File: src/rtl/midi_cc_parser.sv
// MIDI Control Change parser.
// Accepts one byte per rising edge of midi_rdy, tracks running status, filters
// Control Change messages by channel (or all channels with OMNI) and presents
// the last accepted controller number and value.
// Ports:
//   clk500kHz  - sole clock
//   reset      - synchronous active-high reset
//   midi_rdy   - byte-ready flag (level or pulse)
//   midi_byte  - received MIDI byte
//   value      - controller value of last accepted CC
//   ctrlnum    - {status, 1'b0, controller number} of last accepted CC
//   cc_valid   - one-cycle strobe when value/ctrlnum update
//   sync_err   - one-cycle strobe on a data byte with no running status
module midi_cc_parser #(
    parameter logic [3:0] CHANNEL = 4'd0,
    parameter logic       OMNI    = 1'b0
) (
    input  logic        clk500kHz,
    input  logic        reset,
    input  logic        midi_rdy,
    input  logic [7:0]  midi_byte,
    output logic [6:0]  value,
    output logic [15:0] ctrlnum,
    output logic        cc_valid,
    output logic        sync_err
);

    typedef enum logic [2:0] {
        IDLE    = 3'd0,
        WAIT_D1 = 3'd1,
        WAIT_D2 = 3'd2,
        SYSEX   = 3'd3,
        SKIP1   = 3'd4,
        SKIP2   = 3'd5
    } state_t;

    state_t      state;
    state_t      state_nxt;
    logic        rdy_q;
    logic [7:0]  run_status;
    logic [7:0]  run_status_nxt;
    logic [6:0]  cnum;
    logic [6:0]  cnum_nxt;
    logic        take_c;
    logic        cc_fire_c;
    logic        err_fire_c;

    // Accept a byte only on the 0->1 transition of midi_rdy
    assign take_c = midi_rdy & ~rdy_q;

    // Where a channel voice status (new or running) sends the parser next
    function automatic state_t voice_target(input logic [7:0] s);
        if (s[7:4] == 4'hB && (OMNI || s[3:0] == CHANNEL)) begin
            return WAIT_D1;
        end else if (s[7:4] == 4'hC || s[7:4] == 4'hD) begin
            return SKIP1;
        end else begin
            return SKIP2;
        end
    endfunction

    // Next-state and running-status logic
    always_comb begin
        state_nxt      = state;
        run_status_nxt = run_status;
        cnum_nxt       = cnum;
        cc_fire_c      = 1'b0;
        err_fire_c     = 1'b0;
        if (take_c) begin
            if (!midi_byte[7]) begin
                case (state)
                    IDLE:    err_fire_c = 1'b1;
                    WAIT_D1: begin
                        cnum_nxt  = midi_byte[6:0];
                        state_nxt = WAIT_D2;
                    end
                    WAIT_D2: begin
                        cc_fire_c = 1'b1;
                        state_nxt = WAIT_D1;
                    end
                    SYSEX:   state_nxt = SYSEX;
                    SKIP2:   state_nxt = SKIP1;
                    SKIP1:   state_nxt = voice_target(run_status);
                    default: state_nxt = IDLE;
                endcase
            end else if (midi_byte >= 8'hF8) begin
                // Real-time bytes are transparent to the parser
                state_nxt = state;
            end else if (midi_byte == 8'hF0) begin
                state_nxt      = SYSEX;
                run_status_nxt = 8'h00;
            end else if (midi_byte >= 8'hF1) begin
                state_nxt      = IDLE;
                run_status_nxt = 8'h00;
            end else begin
                // Any channel voice status aborts a partial message
                run_status_nxt = midi_byte;
                state_nxt      = voice_target(midi_byte);
            end
        end
    end

    // State register
    always_ff @(posedge clk500kHz) begin
        if (reset) begin
            state <= IDLE;
        end else begin
            state <= state_nxt;
        end
    end

    // Datapath and output registers
    always_ff @(posedge clk500kHz) begin
        if (reset) begin
            rdy_q      <= 1'b0;
            run_status <= 8'h00;
            cnum       <= 7'd0;
            value      <= 7'd0;
            ctrlnum    <= 16'd0;
            cc_valid   <= 1'b0;
            sync_err   <= 1'b0;
        end else begin
            rdy_q      <= midi_rdy;
            run_status <= run_status_nxt;
            cnum       <= cnum_nxt;
            cc_valid   <= cc_fire_c;
            sync_err   <= err_fire_c;
            if (cc_fire_c) begin
                value   <= midi_byte[6:0];
                ctrlnum <= {run_status, 1'b0, cnum};
            end
        end
    end

endmodule

File: config.mk
export PLATFORM = sky130hd
export DESIGN_NAME = midi_cc_parser
export DESIGN_NICKNAME = d
export VERILOG_FILES = /design/src/rtl/midi_cc_parser.sv
export SDC_FILE = /design/constraint.sdc
export NUM_CORES = 1
export LEC_CHECK = 0
export ABC_CLOCK_PERIOD_IN_PS = 2900
export CAP_MARGIN = 20
export CELL_PAD_IN_SITES_DETAIL_PLACEMENT = 1
export CELL_PAD_IN_SITES_GLOBAL_PLACEMENT = 1
export CORE_UTILIZATION = 40
export DETAILED_ROUTE_END_ITERATION = 16
export PLACE_DENSITY = 0.91
export REMOVE_ABC_BUFFERS = 1
export SYNTH_ARGS = -nofsm -noshare
export SYNTH_HDL_FRONTEND = slang
export SYNTH_SLANG_ARGS = --single-unit
File: constraint.sdc
create_clock -name clk500kHz -period 2.9 [get_ports clk500kHz]
set_clock_uncertainty 0.05 [all_clocks]
set_input_delay 0.58 -clock clk500kHz [delete_from_list [all_inputs] [get_ports clk500kHz]]
set_output_delay 0.58 -clock clk500kHz [all_outputs]
set_load 0.005 [all_outputs]
==> metrics.txt, run 1 <==
largest area contributor in the netlist dfxtp_1; worst vdd ir 0.261 mV; Cells after Synth 197; ratio of cells with drive above 1 in the final layout 0.0611; FILL cells 486; core area 0.00406 mm^2; max_slew headroom 0.569; Fmax achieved about 0.46 GHz; final setup margin 0.740 ns; Max Slew Vio Count 0; Hold Violations, Final 0; initial antenna violation count 0; Die Ht 67.4 um; Post-synth ARST share 0; die area 0.00454 mm^2; vias in the first global route 1445; num rows 23; Reg clk slew, reported paths 0.08 ns; Hold Slack roughly 0.41 ns; DP Cell Count about 270; DR WL/cell 14.8 um; IO buf count 34; proportion of power drawn by the clock network 0.346; Sequential Power Share 0.562; CTS tree yes; GR met2 Demand/Resource 0.345; Critical Path RT 3.02 ns; I/O pins 36; PwrDens 514 mW/mm^2; Slowest cell on crit path clkdlybuf4s50_1; CP Class input pin to register; routed wire length 4.13 mm; Area contributors post-synth dfxtp_1 (50%), nand2_1 (9.9%), a21oi_1 (7.3%); Layout Area Growth over Synthesis 24.9%; hold_buf cts 0; hpwl dp between 2 and 3 mm; total gr overflow 0; Hold Crit Class register to register; Critical Path Max Stage Delay 0.60 ns; final setup vio count 0; Max Cap Viol 0; Slew @ Worst Pin 0.641 ns; Post-synth EDFFs 0; Resize count post-CTS 0; Post-CTS Repair Setup Buffers 0; die width 67.4 um; largest net degree at the start of global routing 44; PnR Total Power 1.10 mW; final cell count without fillers 279; cell mode on critical path or3_4; vias 1485; Routed Antenna Nets 0; clock latency on the worst-skew pair 0.30 ns; Avg Cell Area, Syn 8.69 um^2; Starting Density 0.422; Ys Warns 0; Initial DRC Count 54; clock sinks 43; top-area cell type share of the netlist area 0.503; M3 GR Usage 0.0405; CP cell instances clkdlybuf4s50_1, or3_4, or3_4, nand2_1, a21oi_1; sequential share of the synthesized area 0.503; P_int 815 uW; top cells by count, synth nand2_1 (45), dfxtp_1 (43), a21oi_1 (25); Sw Share 0.259; pre-CTS setup slack 0.435 ns; Placer Congestion 0.860; Arrival @ worst endpoint approximately 2.3 ns; CP Capture Type register; leak pwr 0.762 nW; Pre-antenna DRT Iters 4; Top delay family on crit path simple AND/OR/NAND/NOR gates; H-tree depth 2; RSZ-0062 raised after global routing false; status completed; Max FO, Critical Path 22; Clock Tree Root clkbuf_8; buffer and inverter count on the worst path 1; ys flop type dfxtp_1; diode count 0; Post-Syn Area 0.00171 mm^2; Comb power frac 0.091; total negative setup slack 0 ns; global-route wire length before repair 6.81 mm; Final min period 2.16 ns; Netlist cell types 34; drt drc 0; Final #Nets 241; GRT Max-Usage Layer met2; Tcrit/Tclk final 0.745; Seq cells post-synth 43; Startpoint Class input pin; Total GRT Usage 0.208; clock tree buffer depth 2; switching power 284 uW; met1 Use GR 0.254; CTS Buf Count 5; top-count cell post-synth nand2_1; vias per cell approximately 5.3
cell families after synthesis:
| logic type | count (synthesis) | synth area share |
|---|---|---|
| AOI/OAI and AO/OA | 41 | 0.150 |
| buffers and inverters | 17 | 0.0577 |
| muxes | 7 | 0.0409 |
| adders and majority gates | 2 | 0.0146 |
| other | 1 | 0.00219 |
| and+or+nand+nor | 86 | 0.232 |
| DFF | 43 | 0.503 |
flip-flops by register name, indices dropped and copies added, names as in the netlist:
signal and cells:
ctrlnum 15, run_status 8, cnum 7, value 7, state 3, cc_valid 1
rdy_q 1, sync_err 1
metrics by stage:
step | util | cell area [um^2]
CTS | 0.527 | 2140
finish | 0.527 | 2140
detailed placement | 0.506 | 2050
global route | 0.527 | 2140
global placement | 0.506 | 2050
floorplan | - | 1630
worst reg2reg max path, delay by kind of cell, from the launching register on:
| kind | cells | cell delay (ns) |
|---|---|---|
| compound gates | 1 | 0.08 |
| flops | 1 | 0.40 |
| simple gates | 3 | 1.04 |
area by class of cell:
class                           count  area (um^2)  area share
Clock buffer                        6         72.6      0.0339
Clock inverter                      2         12.5     0.00585
Inverter                            4         15.0     0.00702
Multi-Input combinational cell    137          752       0.352
Sequential cell                    43          861       0.403
Tap cell                           50         62.6      0.0293
Timing Repair Buffer               37          363       0.170
layout by cell type (no fill, tap or decap), types with 2 or more instances in the layout:
| master | count |
|---|---|
| nand4_1 | 3 |
| or3_4 | 2 |
| clkdlybuf4s50_1 | 34 |
| nor3b_1 | 2 |
| nor2b_1 | 2 |
| inv_1 | 4 |
| clkbuf_8 | 5 |
| a211oi_1 | 2 |
| o211ai_1 | 2 |
| buf_4 | 3 |
| dfxtp_1 | 43 |
| mux2i_1 | 7 |
| nor2_1 | 21 |
| nand2_1 | 45 |
| a22oi_1 | 6 |
| ha_1 | 2 |
| nor4_1 | 3 |
| a21oi_1 | 25 |
power by group through the flow:
stage | registers (mW) | logic, mW | clock network (mW)
finish | 0.618 | 0.100 | 0.381
detailed placement | 0.631 | 0.0994 | 0
global route | 0.621 | 0.110 | 0.404
floorplan | 0.628 | 0.0506 | 0
CTS | 0.618 | 0.101 | 0.383
global placement | 0.631 | 0.0962 | 0
per-layer routing:
metal,vias to the layer above,routed length (um)
met2,35,1960
met3,5,150
met4,0,56
met1,710,1960
li1,735,-
met5,-,0
final timing paths:
kind | start | endpoint | slack (ns) | cells past startpoint
worst max-delay path | midi_byte[7] | ctrlnum[14]$_SDFFE_PP0P_ | 0.74 | 5
worst min-delay path | cnum[6]$_SDFFE_PP0P_ | ctrlnum[6]$_SDFFE_PP0P_ | 0.41 | 2
worst max register to register | state[0]$_SDFFE_PP0P_ | ctrlnum[14]$_SDFFE_PP0P_ | 1.21 | 4
worst min register to register | cnum[6]$_SDFFE_PP0P_ | ctrlnum[6]$_SDFFE_PP0P_ | 0.41 | 2
Note: power is estimated with default switching activity, not from simulation.
==> run 2: changes to the inputs <==
ABC_CLOCK_PERIOD_IN_PS = 1850   (was 2900)
CORE_UTILIZATION = 33   (was 40)
PLACE_DENSITY = 0.82   (was 0.91)
clock period = 1.85 ns   (was 2.9 ns; I/O delays follow)
==> metrics.txt, run 2 (same netlist as run 1, synthesis figures left out) <==
final cell count without fillers about 320; vias in the first global route around 1500; Setup crit end state[0]$_SDFFE_PP0P_; Most flops, register ctrlnum; IO buf count 34; CP Capture Type register; Startpoint Class input pin; Starting Density 0.353; DR WL/cell 14.6 um; FILL cells 595; largest net degree at the start of global routing 44; total gr overflow 0; hpwl dp approximately 3 mm; clock sinks between 40 and 50; Routed Antenna Nets 0; Critical Path Max Stage Delay 0.48 ns; dpl cell area 0.00222 mm^2; Fmax achieved 0.565 GHz; Design Area, Final 0.00238 mm^2; Total GRT Usage 0.181; CTS tree yes; total negative setup slack 0 ns; most frequent cells in the layout nand2_1 (45), dfxtp_1 (43), clkdlybuf4s50_1 (34); worst vdd ir ~0.37 mV; num rows 25; DP Cell Count 306; global-route wire length before repair 7.55 mm; Final #Nets 261; H-tree depth 2; CP Class input pin to register; max reg flops 15; PwrDens ~820 mW/mm^2; CP Launch Point midi_byte[7]; Hold Violations, Final 0; Pre-antenna DRT Iters 4; status completed; vias between 1500 and 2000; CTS Buf Count 5; Arrival @ worst endpoint 1.92 ns; leak pwr 0.889 nW; Hold Crit Class register to register; core area about 0.0048 mm^2; final setup vio count 0; largest registers ctrlnum x15, run_status x8; worst reg2reg startpoint state[2]$_SDFFE_PP0P_; RR Endpoint value[1]$_SDFFE_PP0P_; pre-CTS setup slack -0.209 ns; PnR Total Power 1.94 mW; Hold Slack 0.406 ns; drt drc 0; Reg clk slew, reported paths 0.08 ns; die area 0.00548 mm^2; most common cell after layout, fill and taps aside nand2_1; Tcrit/Tclk final 0.956; ratio of cells with drive above 1 in the final layout 0.145; Final min period 1.77 ns; R2R depth 6; initial antenna violation count 0; Clock Tree Root clkbuf_8; I/O pins 36; CP cell instances clkdlybuf4s50_1, and4_1, a221oi_4, nor2_1, a311oi_1; Initial DRC Count 84; Max Slew Vio Count 0; die width 74.0 um; Die Ht roughly 74 um; Max FO, Critical Path 6; clock tree buffer depth 2; Max Cap Viol 0; clock latency on the worst-skew pair about 0.30 ns; vias per cell 4.90; Slowest cell on crit path clkdlybuf4s50_1; diode count 0; final setup margin just over 0.08 ns; Placer Congestion between 0.8 and 0.9; Layout Area Growth over Synthesis 39.0%; R2R Setup Slk 0.20 ns; fin util 0.491; routed wire length 4.62 mm; Critical Path RT 2.00 ns
==> run 2: cell types whose count changed in the layout (fill, tap and decap cells not counted), sizes merged <==
| cell | delta |
|---|---|
| bufinv | +1 |
| buf | +20 |
| clkinvlp | -1 |
==> run 2: layout make-up <==
type / count / area [um^2] / share of cell area
Tap cell: 67 / 83.8 / 0.0352
Clock inverter: 2 / 35.0 / 0.0147
Clock buffer: 6 / 82.6 / 0.0347
Multi-Input combinational cell: 137 / 774 / 0.326
Timing Repair Buffer: 57 / 527 / 0.221
Sequential cell: 43 / 861 / 0.362
Inverter: 4 / 15.0 / 0.00631
==> run 2: critical path: cells and delay by family <==
kind                   cells  cell delay, ns
AOI/OAI and AO/OA          2            0.68
and+or+nand+nor            2            0.39
buffers and inverters      1            0.48
==> run 2: worst min path at each step <==
stage | start | endpoint | cells past startpoint
2_1_floorplan | cnum[0]$_SDFFE_PP0P_ | ctrlnum[0]$_SDFFE_PP0P_ | 2
3_3_place_gp | value[3]$_SDFFE_PP0P_ | value[3]$_SDFFE_PP0P_ | 2
3_5_place_dp | value[3]$_SDFFE_PP0P_ | value[3]$_SDFFE_PP0P_ | 2
4_1_cts | value[3]$_SDFFE_PP0P_ | value[3]$_SDFFE_PP0P_ | 2
5_1_grt | cnum[5]$_SDFFE_PP0P_ | ctrlnum[5]$_SDFFE_PP0P_ | 2
6_report | value[5]$_SDFFE_PP0P_ | value[5]$_SDFFE_PP0P_ | 2
==> run 2: layer usage <==
| layer | GRT usage | vias to the layer above | wire length [um] |
|---|---|---|---|
| met5 | 0 | - | 0 |
| met3 | 0.0434 | 6 | 131 |
| li1 | - | 773 | - |
| met1 | 0.234 | 740 | 2160 |
| met2 | 0.304 | 30 | 2270 |
| met4 | 0.0470 | 0 | 56 |
==> run 2: timing repair <==
action	CTS	global route
buffers inserted	0	1
setup endpoints to repair	0	9
resized for setup	0	5
hold buffers	0	0
==> run 2: power by group <==
group	switching (mW)	leakage, nW	internal [mW]	total (mW)
combinational	0.115	0.480	0.103	0.218
sequential	0.0193	0.348	0.946	0.965
clock	0.324	0.0612	0.437	0.761
total	0.459	0.889	1.49	1.94
